## src/rtl/note_sequencer.sv

```systemverilog
// rtl/note_sequencer.sv - song memory walker driving the Buzzer with timed notes and muted gaps
module note_sequencer #(
   parameter int BEAT_CYCLES = 50000000,
   parameter int GAP_CYCLES  = 10000000,
   parameter int SONG_LEN    = 32,
   parameter int DUR_W       = 3
) (
   input  logic             clk,
   input  logic             rst_n,
   input  logic             start,
   input  logic             stop_req,
   input  logic             pause,
   input  logic             loop_en,
   output logic [7:0]       mem_addr,
   input  logic [9:0]       mem_data,
   input  logic [DUR_W-1:0] mem_dur,
   output logic [6:0]       note,
   output logic [2:0]       pitch,
   output logic             mute,
   output logic             playing,
   output logic             song_done
);

   typedef enum logic [1:0] {IDLE = 2'd0, PLAY = 2'd1, GAP = 2'd2, PAUSED = 2'd3} state_t;

   localparam logic [31:0] BEAT_LAST = 32'(BEAT_CYCLES - 1);
   localparam logic [31:0] GAP_LAST  = 32'(GAP_CYCLES - 1);
   localparam logic [7:0]  ADDR_LAST = 8'(SONG_LEN - 1);

   state_t           state;
   state_t           saved;
   logic [31:0]      cyc;
   logic [DUR_W-1:0] beat;
   logic [DUR_W-1:0] dur;

   // Where an un-paused PLAY/GAP cycle would take the sequencer next
   state_t           adv_state;
   logic [31:0]      adv_cyc;
   logic [DUR_W-1:0] adv_beat;
   logic [7:0]       adv_addr;
   logic             adv_load;
   logic             adv_done;
   logic [7:0]       next_addr;
   logic             song_end;

   // One step of playback timing; a paused cycle still advances so sounded time per note is preserved
   always_comb begin
      next_addr = (mem_addr == ADDR_LAST) ? 8'd0 : mem_addr + 8'd1;
      song_end  = (mem_dur == '0) || ((mem_addr == 8'd0) && !loop_en);
      adv_state = state;
      adv_cyc   = cyc + 32'd1;
      adv_beat  = beat;
      adv_addr  = mem_addr;
      adv_load  = 1'b0;
      adv_done  = 1'b0;
      case (state)
         PLAY: begin
            if (cyc == BEAT_LAST) begin
               adv_cyc = '0;
               if (beat == dur - DUR_W'(1)) begin
                  adv_beat  = '0;
                  adv_state = GAP;
                  adv_addr  = next_addr;
               end else begin
                  adv_beat = beat + DUR_W'(1);
               end
            end
         end
         GAP: begin
            if (cyc == GAP_LAST) begin
               adv_cyc  = '0;
               adv_beat = '0;
               if (song_end) begin
                  adv_state = IDLE;
                  adv_addr  = '0;
                  adv_done  = 1'b1;
               end else begin
                  adv_state = PLAY;
                  adv_load  = 1'b1;
               end
            end
         end
         default: begin
         end
      endcase
   end

   // Sequencer state machine with registered Buzzer-facing outputs
   always_ff @(posedge clk or negedge rst_n) begin
      if (!rst_n) begin
         state     <= IDLE;
         saved     <= IDLE;
         cyc       <= '0;
         beat      <= '0;
         dur       <= '0;
         mem_addr  <= '0;
         note      <= '0;
         pitch     <= '0;
         mute      <= 1'b1;
         playing   <= 1'b0;
         song_done <= 1'b0;
      end else begin
         song_done <= 1'b0;
         if (stop_req) begin
            state    <= IDLE;
            saved    <= IDLE;
            mem_addr <= '0;
            mute     <= 1'b1;
            playing  <= 1'b0;
            cyc      <= '0;
            beat     <= '0;
         end else begin
            case (state)
               IDLE: begin
                  mem_addr <= '0;
                  mute     <= 1'b1;
                  playing  <= 1'b0;
                  cyc      <= '0;
                  beat     <= '0;
                  if (start) begin
                     if (mem_dur == '0) begin
                        song_done <= 1'b1;
                     end else begin
                        note    <= mem_data[9:3];
                        pitch   <= mem_data[2:0];
                        dur     <= mem_dur;
                        state   <= PLAY;
                        mute    <= 1'b0;
                        playing <= 1'b1;
                     end
                  end
               end
               PLAY, GAP: begin
                  cyc       <= adv_cyc;
                  beat      <= adv_beat;
                  mem_addr  <= adv_addr;
                  song_done <= adv_done;
                  if (adv_load) begin
                     note  <= mem_data[9:3];
                     pitch <= mem_data[2:0];
                     dur   <= mem_dur;
                  end
                  if (adv_state == IDLE) begin
                     state   <= IDLE;
                     mute    <= 1'b1;
                     playing <= 1'b0;
                  end else if (pause) begin
                     state   <= PAUSED;
                     saved   <= adv_state;
                     mute    <= 1'b1;
                     playing <= 1'b1;
                  end else begin
                     state   <= adv_state;
                     mute    <= (adv_state != PLAY);
                     playing <= 1'b1;
                  end
               end
               PAUSED: begin
                  if (!pause) begin
                     state <= saved;
                     mute  <= (saved != PLAY);
                  end
               end
               default: begin
                  state <= IDLE;
               end
            endcase
         end
      end
   end

endmodule

```

## config.mk

```make
export PLATFORM = sky130hd
export DESIGN_NAME = note_sequencer
export DESIGN_NICKNAME = d
export VERILOG_FILES = /design/src/rtl/note_sequencer.sv
export SDC_FILE = /design/constraint.sdc
export NUM_CORES = 1
export LEC_CHECK = 0
export BUFFER_PORTS_ARGS = -buffer_cell sky130_fd_sc_hd__clkbuf_2
export CAP_MARGIN = 5
export CORE_MARGIN = 10
export CORE_UTILIZATION = 64
export CTS_BUF_LIST = sky130_fd_sc_hd__clkbuf_8 sky130_fd_sc_hd__clkbuf_16
export DETAILED_ROUTE_END_ITERATION = 16
export PLACE_DENSITY = 0.83
export SLEW_MARGIN = 20
export SYNTH_ARGS = -nofsm -noshare
export SYNTH_HDL_FRONTEND = slang
export SYNTH_SLANG_ARGS = --single-unit
```

## constraint.sdc

```tcl
create_clock -name clk -period 3.75 [get_ports clk]
set_clock_uncertainty 0.2 [all_clocks]
set_input_delay 0.375 -clock clk [delete_from_list [all_inputs] [get_ports clk]]
set_output_delay 0.375 -clock clk [all_outputs]
set_load 0.02 [all_outputs]
```

=== Yosys cells after proc, flatten, opt, wreduce, memory -nomap -nowiden ===
Index checks and enable logic that the tools add are counted.

* Output and inout bits: 21
* Bits in registers: 63
* Word-level logic and storage cells: 122
* Input bits: 19

* Reductions and logical operators: 17
* Bitwise gates (word level): 1
* Muxes and demuxes: 68
* Add/subtract/negate cells: 4
* Equality and inequality tests: 21

{| class="wikitable"
|+ Operators by type and width
! kind !! number
|-
| $pmux W32 S2 || 2
|-
| $mux W32 || 3
|-
| $mux W8 || 6
|-
| $add A32 B1 Y32 const B || 1
|-
| $eq A32 B24 Y1 const B || 1
|-
| $eq A32 B26 Y1 const B || 1
|-
| $pmux W8 S2 || 2
|-
| $mux W3 || 10
|-
| $mux W2 || 13
|-
| $pmux W3 S2 || 4
|-
| $mux W7 || 3
|-
| $ne A4 B4 Y1 const B || 5
|-
| $mux W1 || 19
|-
| $pmux W7 S2 || 1
|-
| $ne A3 B3 Y1 const B || 3
|-
| $add A8 B1 Y8 const B || 1
|-
| $eq A8 B5 Y1 const B || 1
|-
| $logic_not A8 Y1 || 1
|-
| $ne A2 B2 Y1 const B || 4
|-
| $pmux W2 S3 || 1
|-
| $reduce_and A3 Y1 || 2
|-
| $reduce_and A6 Y1 || 1
|-
| $reduce_bool A2 Y1 || 3
|-
| $reduce_and A5 Y1 || 1
|-
| other kinds (18) || 22
|}

=== Longest topological paths before layout ===
Gate-level depths: netlist of the first run.

* Depth in word-level cells: 11
* Depth in mapped cells: 10
* Mapped depth without buffers: 8

=== Worst setup path before layout of the first run ===
OpenSTA, ideal clock, no wires.

* Path type: reg2reg
* From: register mem_addr[0]
* To: register dur[1]
* Path buffers: 1
* Stages on the path, launching flop included: 9
* Path slack: 1,161 ps
* Clock period less this slack: 2,589 ps
* Library setup time: 125 ps
* Arrival: 2,264 ps
* Data required time: 3,425 ps
* Cells stage by stage: dfrtp_1 inv_1 ha_1 nor4b_1 a211oi_1 nand3b_4 a221o_1 buf_6 mux2_4

* Longest elaborated chain between the ends: 8

{| class="wikitable"
|+ Ends and longest elaborated chain
! item !! RTL line !! source
|-
| from (decl) || 14 || <nowiki>output logic [7:0] mem_addr,</nowiki>
|-
| from (signal assigned) || 136 || <nowiki>mem_addr <= adv_addr;</nowiki>
|-
| $logic_not A8 Y1 || 49 || <nowiki>song_end = (mem_dur == '0) || ((mem_addr == 8'd0) && !loop_en);</nowiki>
|-
| $logic_and A1 B1 Y1 || 49 ||
|-
| $logic_or A1 B1 Y1 || 49 ||
|-
| $mux W1 || 73 || <nowiki>if (song_end) begin</nowiki>
|-
| $mux W1 || 70 || <nowiki>if (cyc == GAP_LAST) begin</nowiki>
|-
| $mux W1 || 56 || <nowiki>case (state)</nowiki>
|-
| $ne A2 B2 Y1 (no source line) || n/a ||
|-
| $reduce_and A5 Y1 (no source line) || n/a ||
|-
| to (signal assigned) || 126 || <nowiki>dur <= mem_dur;</nowiki>
|-
| to (signal assigned) || 141 || <nowiki>dur <= mem_dur;</nowiki>
|-
| to (decl) || 34 || <nowiki>logic [DUR_W-1:0] dur;</nowiki>
|}

No other way between the ends.
A chain may end at the register's enable or synchronous reset.

=== Final worst setup path of the first run ===
* From: register state[1]
* To: register beat[2]

* Longest elaborated chain between the ends: 4
* Elaborated cells on any way between the ends: 12
* Those cells by class: eq/ne: 5; mux: 3; reduce/logical: 4

{| class="wikitable"
|+ Ends and longest elaborated chain
! item !! RTL line !! source
|-
| from (decl) || 30 || <nowiki>state_t state;</nowiki>
|-
| from (signal assigned) || 153 || <nowiki>state <= adv_state;</nowiki>
|-
| from (signal assigned) || 160 || <nowiki>state <= saved;</nowiki>
|-
| $eq A2 B2 Y1 or $eq A2 B1 Y1 (tied branches) || 56, 113 ||
|-
| $pmux W3 S2 or $reduce_or A2 Y1 (tied branches) || 56, 113 ||
|-
| $pmux W3 S2 (tied with other cells) || 113 || <nowiki>case (state)</nowiki>
|-
| $mux W3 or $reduce_and A4 Y1 (tied branches) || n/a ||
|-
| to (signal assigned) || 135 || <nowiki>beat <= adv_beat;</nowiki>
|-
| to (decl) || 33 || <nowiki>logic [DUR_W-1:0] beat;</nowiki>
|}

Parallel ways exist; a longest one is shown, timed or not.

==> run summary, run 1 <==
Status: finished, final reports clean
Remaining Overflow, GRT: 0
Overall Global Routing Usage: 0.1984
Vias in the first global route: 3263
First-pass GRT wire length: 16.08 mm
Yosys top cell by area: dfrtp_1
Clk_lat worst skew: 360 ps
# DRC: 0
Post-cts sizing count: 0
Final slew viol count: 0
Main combinational cell family by area after synthesis: simple AND/OR/NAND/NOR gates
Synthesized flop and latch total: 63
Share of the synthesized area in the top cell type: 0.4023
Area grow syn2layout: 11.29%
Cell Pwr Density: 441.2 nW/um2
Yosys warnings: 0
Largest net degree at the start of global routing: 44
Placed inst area: 4084 um2
Placed cells: 516
Arrival time worst endpoint: 3020 ps
Synth top cells by count: dfrtp_1 (62), nand2_1 (51), o21ai_0 (33)
Post-synthesis mux area share: 0.05029
TNS Setup: 0 ps
Min-Delay Endpoint: pitch[2]
Clock Pin Slew Worst Setup and Hold Paths: 70 ps
Worst slew margin: 0.4476
Hold depth: 2
Site Rows: 28
Fin cells: 533
Crit path time final: 2991 ps
Maximum VDD drop: 276.6 uV
Comb power frac: 0.257
RR Endpoint: beat[2]
CP Launch Type: flop
Die Y: 97.62 um
Post-route cell area: 4292 um2
Hold_sp: mem_data[2]
Total power: 0.001894 W
GR Util met3: 0.04765
Layout cell share with drive strength beyond 1: 0.1965
Synth Area in Adders: 0.03245
Sequential share of the synthesized area: 0.4091
Postcts setup bufs: 0
Num Clock Sinks: 63
Nets: 482
Ant. Diodes: 0
Top post-synthesis cells by area: dfrtp_1 (40%), nand2_1 (5.0%), o21ai_0 (4.3%)
Max Root-Sink Buffers: 2
GRT Max-Usage Layer: met2
Synth Area in Simple Gates: 0.2476
Tcrit/Tclk final: 0.7976
Post-synth EDFFs: 0
Int Pwr: 0.001269 W
Routability-driven placement congestion ratio: 0.9405
Avg WL per Cell: 17.74 um
Most frequent cell after synthesis: dfrtp_1
CTS Root Cell: clkbuf_8
Worst-path fanout max: 17
Netlist Area Pre-Place: 3856 um2
Port Buffers: 39
Final HPWL DP: 6.578 mm
Hold buffer count at cts: 1
Starting Density: 0.6552
Category of the most critical setup path: reg -> reg
Post-Route WL: 9.457 mm
F_max: 0.3343 GHz
Final setup fails: 0
GR met1 Demand/Resource: 0.2646
Switch Pwr: 0.0006241 W
Asr flop ratio synth: 1.000
Reg power frac: 0.425
Synth Area in XOR/XNOR: 0.02401
Slew @ Worst Pin: 828.4 ps
Initial antenna violation count: 0
Worst setup EP type: flop
Worst Path Required: 3780 ps
RR Startpoint: state[1]
Hold Crit Class: in -> reg
Post-synth top flop: dfrtp_1
CTS tree: yes
Final Util: 0.7292
Syn Nets: 448
Switching Share: 0.3296
RSZ-0062 raised after global routing: no
Clk pwr share: 0.319
Max cap viols: 0
Mean area per synthesized cell: 9.203 um2
Via count: 3440
Synth Area in Compound Gates: 0.1940
Syn Inst Count: 419
Worst reg2reg path depth: 5
Vias per cell: 6.454
Synth unique cells: 58
LEAKAGE: 1.852 nW
Post-DRT Antenna Nets: 0
Slack of the worst reg-to-reg path: 760 ps
Core Region: 5886 um2
Initial DRC count: 311
Total CTS buffers: 9
H-Tree Depth: 3
M2 GR Usage: 0.3005
DIE AREA: 9530 um2
Hold Vio Cnt, Final: 0
Die X: 97.62 um
DRT Pass-1 Iters: 5
Io pins: 40
## per-layer routing
metal	part of all wire	wire length (um)
met3	0.066	627
met1	0.46	4368
met5	0	0
met2	0.45	4302
met4	0.017	159
## worst max-delay path, cell delays in order (launching register included)
cell	delay, ps
dfrtp_1	500
inv_1	150
ha_1	500
or3_1	650
o21ai_0	430
o41ai_1	440
## worst max-delay path by stage
stage,startpoint,cells past startpoint,slack [ps],to
after floorplan,mem_addr[0],8,1160,dur[1]
after global placement,state[0],7,940,note[0]
after detailed placement,state[0],7,840,dur[1]
after CTS,state[1],5,810,beat[2]
after global routing,state[1],8,500,mem_addr[3]
final,state[1],5,760,beat[2]
## sequential cells by signal, indices dropped and copies added (netlist names)
name / cells
saved: 2
cyc: 32
dur: 3
note: 7
pitch: 3
song_done: 1
state: 2
mute: 1
beat: 3
mem_addr: 8
playing: 1
## area by class of cell
cell class | instances | area [um2]
clock inverters | 6 | 60.06
inverters | 17 | 63.81
flip-flops and latches | 63 | 1578
repair buffers | 44 | 235.2
fillers | 449 | 1594
well taps | 75 | 93.84
multi-input cells | 318 | 2123
clock buffers | 10 | 137.6
## through the flow
stage	setup WS [ps]	hold slack, ps
after global routing	497.1	55.03
after detailed placement	836.2	191.5
final	758.8	55.94
after CTS	813.6	53.56
after floorplan	1161	-120.6
after global placement	935.1	181.5
## power groups by stage
| stage | sequential, W | clock (W) | combinational [W] |
|---|---|---|---|
| final | 0.000804 | 0.000604 | 0.000486 |
| after detailed placement | 0.000816 | 0 | 0.000485 |
| after global placement | 0.000810 | 0 | 0.000469 |
| after global routing | 0.000814 | 0.000633 | 0.000533 |
| after floorplan | 0.000867 | 0 | 0.000288 |
| after CTS | 0.000803 | 0.000604 | 0.000488 |
## cells in the final DEF, fill, tap and decap left out, types with 8 or more instances in the layout
master    count
dfrtp_1      62
nand2_1      51
nand4_1       9
clkbuf_2     39
nor3_1        9
a21oi_1      16
o21ai_0      33
mux2_4       10
nor2_1       25
inv_1        17
nand3_1      25
a31oi_1      22
clkbuf_8     10
ha_1         10
and3_1        8
## kinds of logic after synthesis
kind of cell / after synthesis
fa+ha+maj: 10
xor+xnor: 9
mux: 14
simple gates: 171
buf+inv: 38
flops: 63
compound gates: 114
Note: power is estimated with default switching activity, not from simulation.
==> run 2: changes to the inputs <==
Settings changed: CORE_UTILIZATION 64 to 54, PLACE_DENSITY 0.83 to 0.74.
Clock period 3.75 ns to 2.47 ns, I/O delays scaled along.
==> run 2 against run 1 <==
  * First-iteration DRC count is 36% lower
  * Power grew 58%
  * Register-to-register slack worse by 720 ps
  * Global-route usage down 1.2 points
  * Critical path depth rose by 2
  * Critical endpoint is now note[5]
==> run summary, run 2 (synthesized netlist as in run 1, its figures left out) <==
Slew @ Worst Pin: 522.6 ps (was 828.4 ps)
Initial DRC count: 200 (was 311)
Area grow syn2layout: 31.34% (was 11.29%)
Max cap viols: 0 (unchanged)
Clock Pin Slew Worst Setup and Hold Paths: 70 ps (about the same)
Die X: 104.5 um (was 97.62 um)
Cell Pwr Density: 592.4 nW/um2 (was 441.2 nW/um2)
Biggest regs: cyc: 32 flops, mem_addr: 8 flops, note: 7 flops (unchanged)
Ant. Diodes: 0 (unchanged)
Initial antenna violation count: 0 (unchanged)
First-pass GRT wire length: 17.10 mm (was 16.08 mm)
Maximum VDD drop: 368.4 uV (was 276.6 uV)
Most common cell after layout, fill and taps aside: buf_4 (was dfrtp_1)
Worst setup EP type: flop (unchanged)
Io pins: 40 (unchanged)
Vias per cell: 5.908 (was 6.454)
RSZ-0062 raised after global routing: yes (was no)
CTS Root Cell: clkbuf_8 (unchanged)
DRT Pass-1 Iters: 5 (unchanged)
Largest net degree at the start of global routing: 41 (was 44)
Layout cell share with drive strength beyond 1: 0.3114 (was 0.1965)
Final setup fails: 0 (unchanged)
Most frequent cells in the layout: buf_4 (61), dfrtp_1 (60), nand2_1 (50), clkbuf_2 (39), o21ai_0 (32) (was dfrtp_1 (62), nand2_1 (51), clkbuf_2 (39), o21ai_0 (33))
Via count: 3716 (was 3440)
Worst-path fanout max: 7 (was 17)
Tcrit/Tclk final: 0.9849 (was 0.7976)
Final slew viol count: 0 (unchanged)
Status: finished, final reports clean (unchanged)
Post-Route WL: 10.64 mm (was 9.457 mm)
Core Region: 6869 um2 (was 5886 um2)
Port Buffers: 39 (unchanged)
LEAKAGE: 2.284 nW (was 1.852 nW)
# DRC: 0 (unchanged)
GR met1 Demand/Resource: 0.2398 (was 0.2646)
Overall Global Routing Usage: 0.1863 (was 0.1984)
Vias in the first global route: 3434 (was 3263)
Total CTS buffers: 9 (unchanged)
TNS Setup: 0 ps (unchanged)
Max Root-Sink Buffers: 2 (unchanged)
Category of the most critical setup path: reg -> reg (unchanged)
Starting Density: 0.5614 (was 0.6552)
Post-route cell area: 5065 um2 (was 4292 um2)
F_max: 0.4111 GHz (was 0.3343 GHz)
Nets: 558 (was 482)
Largest register FFs: 32 (unchanged)
CP Launch Type: flop (unchanged)
DIE AREA: 10920 um2 (was 9530 um2)
H-Tree Depth: 3 (unchanged)
Final-layout fill cell count: 499 (was 449)
Site Rows: 30 (was 28)
Hold Vio Cnt, Final: 0 (unchanged)
GRT Max-Usage Layer: met2 (unchanged)
WHS: 39.26 ps (was 55.94 ps)
Routability-driven placement congestion ratio: 0.8870 (was 0.9405)
Num Clock Sinks: 63 (unchanged)
CTS tree: yes (unchanged)
Placed inst area: 4577 um2 (was 4084 um2)
Worst Path Required: 2500 ps (was 3780 ps)
Worst slew margin: 0.6516 (was 0.4476)
Crit path time final: 2433 ps (was 2991 ps)
M2 GR Usage: 0.2963 (was 0.3005)
Remaining Overflow, GRT: 0 (unchanged)
Die Y: 104.5 um (was 97.62 um)
Reg with most FFs: cyc (unchanged)
Hold Crit Class: in -> reg (unchanged)
Post-DRT Antenna Nets: 0 (unchanged)
Final HPWL DP: 7.164 mm (was 6.578 mm)
GR Util met3: 0.05328 (was 0.04765)
Clk_lat worst skew: 350 ps (was 360 ps)
Arrival time worst endpoint: 2460 ps (was 3020 ps)
Avg WL per Cell: 16.91 um (was 17.74 um)
==> run 2: repair_timing <==
action | in CTS | in global routing
hold endpoints to repair | 28 | 0
setup endpoints to repair | 7 | 42
buffers inserted | 0 | 7
gates resized for setup | 2 | 22
pin swaps | 1 | 5
gates cloned | 0 | 1
hold buffers | 14 | 0
==> run 2: metrics by stage <==
step | utilization | total power (W) | worst slack (ps) | cells
5_1_grt | 0.7373 | 0.003151 | -59.11 | 629
3_3_place_gp | 0.6663 | 0.002059 | 52.95 | 593
2_1_floorplan | - | 0.001758 | -5.712 | 419
6_report | 0.7373 | 0.003000 | 37.22 | 629
3_5_place_dp | 0.6663 | 0.002077 | 2.637 | 593
4_1_cts | 0.7151 | 0.002921 | 19.20 | 622
==> run 2: final cells by class <==
type	instances	area, um2	share of cell area
Multi-Input combinational cell	318	2223	0.4390
Sequential cell	63	1580	0.3120
Timing Repair Buffer	120	900.9	0.1779
Clock buffer	12	165.2	0.03261
Tap cell	96	120.1	0.02372
Inverter	17	63.81	0.01260
Clock inverter	3	11.26	0.002223
==> run 2: power breakdown <==
group	switching (W)	leakage (nW)	total (W)	internal (W)
sequential	0.0000766	0.840	0.00122	0.00114
combinational	0.000519	1.34	0.000961	0.000442
clock	0.000392	0.102	0.000822	0.000430
total	0.000988	2.28	0.00300	0.00201
==> run 2: final timing paths <==
kind                         start         to  slack [ps]  cells past startpoint
max reg2reg                 cyc[0]    note[5]          40                      7
max in group asynchronous    rst_n       mute        1290                      3
min in group asynchronous    rst_n     cyc[9]         200                      2
min                          start  song_done          40                      3
min reg2reg                beat[2]    beat[2]         300                      1
max                         cyc[0]    note[5]          40                      7
==> run 2: worst max-delay path: stages, from the launching register on <==
cell and delay [ps]:
dfrtp_1 350, ha_1 180, and4_4 270, and4_1 310, nand3b_4 90, a221o_1 430, buf_12 180, mux2_4 300
==> run 2: routing by layer <==
layer,part of all wire,vias to the layer above
met1,0.44,1793
met5,0,-
met2,0.49,121
li1,-,1787
met3,0.059,15
met4,0.012,0
==> run 3: changes to the inputs <==
Settings changed: CORE_UTILIZATION 54 to 55, CTS_BUF_LIST sky130_fd_sc_hd__clkbuf_8 sky130_fd_sc_hd__clkbuf_16 to sky130_fd_sc_hd__clkbuf_8, PLACE_DENSITY 0.74 to 0.75.
==> run 3 against run 2 <==
  * Clock power is 61% higher
  * Flip-flop and latch count stayed put
  * Final cell count is 0.64% higher
  * Register-to-register slack worse by 30 ps
  * Core utilization is 2.9 points higher
==> run summary, run 3 (synthesized netlist as in run 1, its figures left out) <==
Status: finished, final reports clean (unchanged)
Num Clock Sinks: 63 (unchanged)
Area grow syn2layout: 35.07% (was 31.34%)
Final slew viol count: 0 (unchanged)
Most frequent cells in the layout: buf_4 (67), dfrtp_1 (59), nand2_1 (51), clkbuf_2 (39), o21ai_0 (31) (was buf_4 (61), dfrtp_1 (60), nand2_1 (50), clkbuf_2 (39), o21ai_0 (32))
Worst-path fanout max: 13 (was 7)
Reg power frac: 0.348 (was 0.406)
Hold Crit Class: in -> reg (unchanged)
Remaining Overflow, GRT: 0 (unchanged)
Post-DRT Antenna Nets: 0 (unchanged)
Starting Density: 0.5676 (was 0.5614)
Clk pwr share: 0.378 (was 0.274)
Clock Pin Slew Worst Setup and Hold Paths: 70 ps (about the same)
Hold Vio Cnt, Final: 0 (unchanged)
Avg WL per Cell: 18.10 um (was 16.91 um)
Die X: 103.7 um (was 104.5 um)
Biggest regs: cyc: 32 flops, mem_addr: 8 flops, note: 7 flops (unchanged)
CP Launch Type: flop (unchanged)
Largest register FFs: 32 (unchanged)
DRT Pass-1 Iters: 4 (was 5)
Final Util: 0.7667 (was 0.7373)
Post-Route WL: 11.46 mm (was 10.64 mm)
Max cap viols: 0 (unchanged)
LEAKAGE: 2.316 nW (was 2.284 nW)
Via count: 3842 (was 3716)
Switch Pwr: 0.001008 W (was 0.0009875 W)
Port Buffers: 39 (unchanged)
Max Root-Sink Buffers: 2 (unchanged)
Initial antenna violation count: 0 (unchanged)
Maximum VDD drop: 380.3 uV (was 368.4 uV)
Worst reg2reg path depth: 9 (was 7)
RR Startpoint: state[0] (was cyc[0])
Overall Global Routing Usage: 0.2029 (was 0.1863)
Site Rows: 30 (unchanged)
Routability-driven placement congestion ratio: 0.8700 (was 0.8870)
CTS Root Cell: clkbuf_8 (unchanged)
F_max: 0.4066 GHz (was 0.4111 GHz)
Slew @ Worst Pin: 439.1 ps (was 522.6 ps)
Setup ws final: 10.70 ps (was 37.22 ps)
Total CTS buffers: 9 (unchanged)
Final HPWL DP: 7.506 mm (was 7.164 mm)
Switching Share: 0.2892 (was 0.3292)
Ant. Diodes: 0 (unchanged)
DIE AREA: 10760 um2 (was 10920 um2)
H-Tree Depth: 3 (unchanged)
Io pins: 40 (unchanged)
CTS tree: yes (unchanged)
Die Y: 103.7 um (was 104.5 um)
Core Region: 6794 um2 (was 6869 um2)
Int Pwr: 0.002477 W (was 0.002013 W)
Crit path time final: 2459 ps (was 2433 ps)
Cell Pwr Density: 669.1 nW/um2 (was 592.4 nW/um2)
Hold_sp: start (unchanged)
Tcrit/Tclk final: 0.9957 (was 0.9849)
Comb power frac: 0.274 (was 0.320)
Vias per cell: 6.070 (was 5.908)
Slack of the worst reg-to-reg path: 10 ps (was 40 ps)
Worst Path Required: 2500 ps (about the same)
# DRC: 0 (unchanged)
Nets: 561 (was 558)
Arrival time worst endpoint: 2490 ps (was 2460 ps)
First-pass GRT wire length: 18.49 mm (was 17.10 mm)
Min-Delay Endpoint: song_done (unchanged)
Most common cell after layout, fill and taps aside: buf_4 (unchanged)
Category of the most critical setup path: reg -> reg (unchanged)
Clk_lat worst skew: 350 ps (about the same)
Vias in the first global route: 3847 (was 3434)
Largest net degree at the start of global routing: 41 (unchanged)
Final setup fails: 0 (unchanged)
Initial DRC count: 259 (was 200)
TNS Setup: 0 ps (unchanged)
Layout cell share with drive strength beyond 1: 0.3259 (was 0.3114)
Reg with most FFs: cyc (unchanged)
Placement Setup Slack: 2.609 ps (was 2.637 ps)
Worst setup EP type: flop (unchanged)
RR Endpoint: note[2] (was note[5])
Hold depth: 3 (unchanged)
Worst slew margin: 0.7034 (was 0.6516)
## run 3: cell count changes in the layout (fill, tap and decap cells not counted), moves of 2 or more
cell / change
buf_6: -2
bufinv_16: +5
clkbuf_8: -2
buf_4: +6
inv_1: -2
o31ai_4: +2
## run 3: layer usage
metal  global-route usage  wire, um  up-vias  part of all wire
li1                     -         -     1795                 -
met1               0.2405      4624     1889              0.40
met2               0.3514      5886      126              0.51
met3              0.03470       645       32             0.056
met4              0.08748       301        0             0.026
met5                    0         0        -                 0
## run 3: area by class of cell
cell class,count,area [um2]
multi-input combinational,319,2272
fill,442,1585
sequential,63,1582
timing repair buffer,122,878.3
clock inverter,6,155.1
clock buffer,10,137.6
tap,96,120.1
inverter,17,63.81
## run 3: worst max-delay path by stage
stage                     startpoint     endpoint  slack (ps)  cells after the start
after floorplan             state[1]     state[0]          -6                      8
after global placement        cyc[7]     state[1]          40                      6
after detailed placement      cyc[7]     state[1]           3                      6
after CTS                     cyc[0]  mem_addr[3]          20                      7
after global routing         cyc[17]  mem_addr[3]         -70                      6
final                       state[0]      note[2]          10                      9
## run 3: stage by stage
| stage | hold slack [ps] | instance area (um2) | total power, W | cells |
|---|---|---|---|---|
| after floorplan | -248.6 | 3870 | 0.001758 | 419 |
| after global placement | -26.29 | 4579 | 0.002071 | 595 |
| after detailed placement | -27.20 | 4579 | 0.002100 | 595 |
| after CTS | 40.87 | 5036 | 0.003442 | 625 |
| after global routing | 71.88 | 5209 | 0.003628 | 633 |
| final | 53.82 | 5209 | 0.003485 | 633 |
## run 3: power groups by stage
stage          combinational (W)  sequential [W]  clock [W]
4_1_cts                 0.000899         0.00121    0.00133
2_1_floorplan           0.000441         0.00132          0
3_3_place_gp            0.000849         0.00122          0
6_report                0.000955         0.00121    0.00132
3_5_place_dp            0.000872         0.00123          0
5_1_grt                  0.00103         0.00122    0.00137
## run 3: timing repair
action | CTS | global route
setup endpoints to repair | 4 | 50
gates cloned | 0 | 1
pin swaps | 1 | 13
endpoints found under the hold margin | 26 | 0
buffers inserted | 0 | 7
hold buffers | 14 | 0
gates resized for setup | 5 | 23
## run 3: critical path, cell delays in order (launching register included)
cell	delay, ps
dfrtp_1	380
inv_1	80
ha_1	170
inv_1	80
a211oi_2	310
buf_4	180
nand3b_4	70
a221o_1	370
buf_12	170
mux2_4	310
